File: src/rtl/noc_rr_merge_arbiter.sv
// rtl/noc_rr_merge_arbiter.sv - round-robin N-input merge arbiter with registered valid/ready output
// Optional packet lock holds the grant until the winner's tail flit is accepted.
module noc_rr_merge_arbiter #(
  parameter  int NUM_IN   = 3,
  parameter  int WIDTH    = 8,
  parameter  int PKT_LOCK = 1,
  localparam int SW       = (NUM_IN > 1) ? $clog2(NUM_IN) : 1
) (
  input  logic                      clk,
  input  logic                      rst,
  input  logic [NUM_IN-1:0]         in_valid,
  input  logic [NUM_IN*WIDTH-1:0]   in_data,
  input  logic [NUM_IN-1:0]         in_last,
  output logic [NUM_IN-1:0]         in_ready,
  output logic                      out_valid,
  output logic [WIDTH-1:0]          out_data,
  output logic                      out_last,
  output logic [SW-1:0]             out_src,
  input  logic                      out_ready
);

  typedef enum logic {IDLE, LOCKED} state_e;

  state_e            state_q, state_d;
  logic [SW-1:0]     rr_ptr_q, rr_ptr_d;
  logic [SW-1:0]     lock_id_q, lock_id_d;
  logic              out_valid_q, out_valid_d;
  logic [WIDTH-1:0]  out_data_q, out_data_d;
  logic              out_last_q, out_last_d;
  logic [SW-1:0]     out_src_q, out_src_d;

  logic              found;
  logic [SW-1:0]     winner;
  logic              load_en;
  logic              accept;
  logic [WIDTH-1:0]  sel_data;
  logic              sel_last;

  function automatic logic [SW-1:0] wrap_add(input logic [SW-1:0] base, input int off);
    int s;
    s = int'(base) + off;
    if (s >= NUM_IN) s = s - NUM_IN;
    return SW'(s);
  endfunction

  // Scan from the farthest offset down so the entry nearest rr_ptr wins.
  always_comb begin
    found  = 1'b0;
    winner = '0;
    if (state_q == LOCKED) begin
      winner = lock_id_q;
      found  = in_valid[lock_id_q];
    end else begin
      for (int k = NUM_IN - 1; k >= 0; k--) begin
        if (in_valid[wrap_add(rr_ptr_q, k)]) begin
          found  = 1'b1;
          winner = wrap_add(rr_ptr_q, k);
        end
      end
    end
  end

  always_comb begin
    sel_data = '0;
    sel_last = 1'b0;
    for (int i = 0; i < NUM_IN; i++) begin
      if (winner == SW'(i)) begin
        sel_data = in_data[i*WIDTH +: WIDTH];
        sel_last = in_last[i];
      end
    end
  end

  always_comb begin
    load_en     = ~out_valid_q | out_ready;
    accept      = found & load_en & ~rst;
    in_ready    = '0;
    state_d     = state_q;
    rr_ptr_d    = rr_ptr_q;
    lock_id_d   = lock_id_q;
    out_valid_d = out_valid_q;
    out_data_d  = out_data_q;
    out_last_d  = out_last_q;
    out_src_d   = out_src_q;
    if (accept) begin
      in_ready[winner] = 1'b1;
      out_valid_d      = 1'b1;
      out_data_d       = sel_data;
      out_last_d       = sel_last;
      out_src_d        = winner;
      if ((PKT_LOCK == 0) || sel_last) begin
        state_d  = IDLE;
        rr_ptr_d = (winner == SW'(NUM_IN - 1)) ? '0 : winner + SW'(1);
      end else begin
        state_d   = LOCKED;
        lock_id_d = winner;
      end
    end else if (out_ready) begin
      out_valid_d = 1'b0;
    end
  end

  always_ff @(posedge clk or posedge rst) begin
    if (rst) begin
      state_q     <= IDLE;
      rr_ptr_q    <= '0;
      lock_id_q   <= '0;
      out_valid_q <= 1'b0;
      out_data_q  <= '0;
      out_last_q  <= 1'b0;
      out_src_q   <= '0;
    end else begin
      state_q     <= state_d;
      rr_ptr_q    <= rr_ptr_d;
      lock_id_q   <= lock_id_d;
      out_valid_q <= out_valid_d;
      out_data_q  <= out_data_d;
      out_last_q  <= out_last_d;
      out_src_q   <= out_src_d;
    end
  end

  assign out_valid = out_valid_q;
  assign out_data  = out_data_q;
  assign out_last  = out_last_q;
  assign out_src   = out_src_q;

endmodule

File: config.mk
export PLATFORM = sky130hd
export DESIGN_NAME = noc_rr_merge_arbiter
export DESIGN_NICKNAME = d
export VERILOG_FILES = /design/src/rtl/noc_rr_merge_arbiter.sv
export SDC_FILE = /design/constraint.sdc
export NUM_CORES = 1
export LEC_CHECK = 0
export CORE_ASPECT_RATIO = 1.5
export CORE_MARGIN = 2
export CORE_UTILIZATION = 43
export CTS_CLUSTER_DIAMETER = 40
export DETAILED_ROUTE_END_ITERATION = 7
export GPL_TIMING_DRIVEN = 0
export PLACE_DENSITY = 0.79
export SYNTH_ARGS = -nofsm -noshare
export SYNTH_HDL_FRONTEND = slang
export SYNTH_SLANG_ARGS = --single-unit
File: constraint.sdc
create_clock -name clk -period 2.75 [get_ports clk]
set_input_delay 0.4125 -clock clk [delete_from_list [all_inputs] [get_ports clk]]
set_output_delay 0.4125 -clock clk [all_outputs]
set_load 0.05 [all_outputs]
==> summary.txt <==
GRT
  – Total global-route track usage: 0.220
  – Vias in the first global route: roughly 1300
  – First-pass GRT wire length: 5450 µm
  – Largest net degree at the start of global routing: 18
  – Met3 Track Usage GR: 0.0234
  – Initial antenna violation count: 0
  – M1 GR Usage: 0.233
  – Met2 global-route usage: 0.404
  – Most used routing layer: met2
  – Total grt overflow: 0

Clock network
  – Clock Sink Count: 17
  – H-tree lvl count: 1
  – Worst-case clock buffer depth: 2
  – Clk pin slew, worst setup/hold paths: 60 ps
  – TritonCTS buffer count: 3
  – CTS tree: yes
  – Clock root cell: clkbuf_8
  – Worst-Skew Late Latency: 250 ps

Pwr
  – Power Density: 1240 nW/µm²
  – Peak VDD IR: ~0.00064 V
  – P_leak: ~0.85 nW

Routing
  – Post-DRT Antenna Nets: 0
  – WL final: approximately 3700 µm
  – DR WL/cell: 16.3 µm
  – First DRT Iteration DRCs: 18
  – Drt via density: 5.49
  – DRT Pass-1 Iters: 4
  – Routed vias: 1247
  – DRC violations left: 0

Die
  – IO Pins: 48
  – Initial Util: 0.457
  – Core Region: ~2700 µm²
  – Die height: 69.7 µm
  – Die width: 47.8 µm
  – Site Rows: 23
  – Die area: 3330 µm²

Finish
  – Area used by multi-input combinational logic: 803 µm²
  – Antenna cells: 0
  – Sequential Area: 428 µm²
  – Fin util: 0.726
  – # nets final: 227
  – Post-route cell area: 1960 µm²
  – Fillers: 229
  – Layout cell share with drive strength beyond 1: 0.263
  – P&R area growth vs syn: 58.9%

Synth
  – Largest family of logic cells by synthesized area: compound AO/OA/AOI/OAI gates
  – Synth warn: 0
  – EDFF count, synth: 0
  – Synthesized area: between 1000 and 1500 µm²
  – Synth top area cells: dfrtp_1, mux2_4, a22oi_1
  – Syn Inst Count: 128
  – Synth Area in Compound Gates: 0.261
  – Sequential area share after synthesis: 0.344
  – Synth top area share: 0.344
  – Avg Cell Area, Syn: 9.66 µm²
  – Synth Area in Simple Gates: 0.162
  – Post-synthesis mux area share: 0.144
  – XOR/XNOR Fraction of Synth Area: 0
  – Post-synthesis adder-cell area fraction: 0.0304
  – Mapped Nets: 164
  – Yosys reg bits: 17
  – Post-synth cell types: 39
  – Main synth FF type: dfrtp_1
  – Post-synth ARST share: 1.00
  – Yosys top cell by area: dfrtp_1

Worst setup path
  – Worst Setup Start Kind: register
  – Worst path arrival time: roughly 2300 ps
  – Crit end category: output pin
  – Critical Path Fanout Max: 5
  – Worst Setup Path Type: register to output pin
  – Critical path required time: 2340 ps

Hold path
  – HP Class: register to register

Timing
  – Fmax achieved: ~370 MHz
  – Max-slew violations: 0
  – Final min period: 2710 ps
  – Setup ws final: 42.4 ps
  – Hold WS: 482 ps
  – Worst slew pin tran: 650 ps
  – Period utilization: 0.985
  – Setup Viol. Count Final: 0
  – Slew HR: 0.567
  – Clk_skew: 1.59 ps
  – Setup_tns: 0 ps
  – Fin. Hold Viols: 0

Placed design
  – Post-placement cell area: 1760 µm²
  – I/O Buffers: 47
  – Gpl congestion: 0.801
  – Final HPWL DP: 2620 µm
  – Setup slack at placement: -711 ps

Job
  – # Max-Cap Violations: 0

Status
  – Status: completed
## cell families (layout without fill, tap and decap cells)
group,Yosys count,in the layout
and+or+nand+nor,38,38
DFF,17,17
buffers and inverters,12,74
muxes,14,14
AOI/OAI and AO/OA,44,44
adders and majority gates,3,3
## metal layers
| layer | share of wire | vias up |
|---|---|---|
| li1 | - | 595 |
| met1 | 0.35 | 609 |
| met2 | 0.58 | 39 |
| met3 | 0.054 | 4 |
| met4 | 0.014 | 0 |
| met5 | 0 | - |
## sequential cells by signal, indices dropped and copies added (netlist names)
signal,count
out_data,8
lock_id_q,2
out_src,2
rr_ptr_q,2
out_last,1
out_valid,1
state_q,1
## report_power, final
part | leakage [nW] | total [mW] | switching (mW) | internal, mW
clock | 0.0228 | 0.183 | 0.0809 | 0.103
combinational | 0.625 | 1.80 | 0.998 | 0.805
sequential | 0.203 | 0.451 | 0.0842 | 0.366
total | 0.851 | 2.44 | 1.16 | 1.27
## timing repair
| action | in CTS | in global routing |
|---|---|---|
| setup buffers | 6 | 5 |
| pin swaps | 3 | 5 |
| resized for setup | 25 | 17 |
| setup endpoints to repair | 3 | 3 |
| hold buffers | 0 | 0 |
## path summary, 6_finish.rpt
path                             start          end  slack (ps)  cells past startpoint
setup / recovery           rr_ptr_q[1]  in_ready[0]          40                      9
hold / removal             out_data[4]  out_data[4]         480                      2
setup reg to reg           rr_ptr_q[1]     out_last         210                     10
hold reg to reg            out_data[4]  out_data[4]         480                      2
max in group asynchronous          rst  rr_ptr_q[1]        1700                      2
min in group asynchronous          rst    out_valid         590                      2
## synth_stat cells, drive strengths merged, types with 3 or more instances
library cell  count
nand2b            4
dfrtp            17
nand2            14
mux2              9
inv               6
a32oi             3
buf               5
mux2i             5
a21oi             7
a22oi             7
ha                3
nor2              9
o21ai            14
## final cells by class
type,count,share of cell area
plain buffers,6,0.0293
clock buffers,4,0.0229
inverters,6,0.0127
multi-input cells,99,0.409
flip-flops and latches,17,0.218
well taps,37,0.0236
repair buffers,58,0.285
## stage by stage
step                instances  total power [mW]
finish                    227              2.44
global route              227              2.59
CTS                       222              2.29
detailed placement        212              2.01
global placement          212              1.96
floorplan                 128              1.58
## cell usage in the layout, fill, tap and decap left out, types with 2 or more instances in the layout
master,instances
mux2_4,7
buf_8,2
buf_6,3
a22oi_1,7
nand3b_1,2
ha_4,2
nor2_1,7
o211ai_1,2
o21ai_1,7
dfrtp_1,15
buf_4,12
nand2_1,14
inv_1,4
dlymetal6s2s_1,2
dfrtp_2,2
buf_2,2
mux2_2,2
a21oi_1,7
clkdlybuf4s50_1,42
nand2b_1,4
o21ai_0,7
clkbuf_8,3
a21o_1,2
mux2i_1,5
## worst max-delay path, stage by stage (launching register included)
cell      delay, ps
dfrtp_2         440
buf_4           150
ha_1            230
a221oi_2        300
a32oi_2         110
o211ai_1        280
buf_4           200
nor2_4           50
and2_4          150
buf_8           140
No activity file was read; power rests on OpenSTA's default activity.
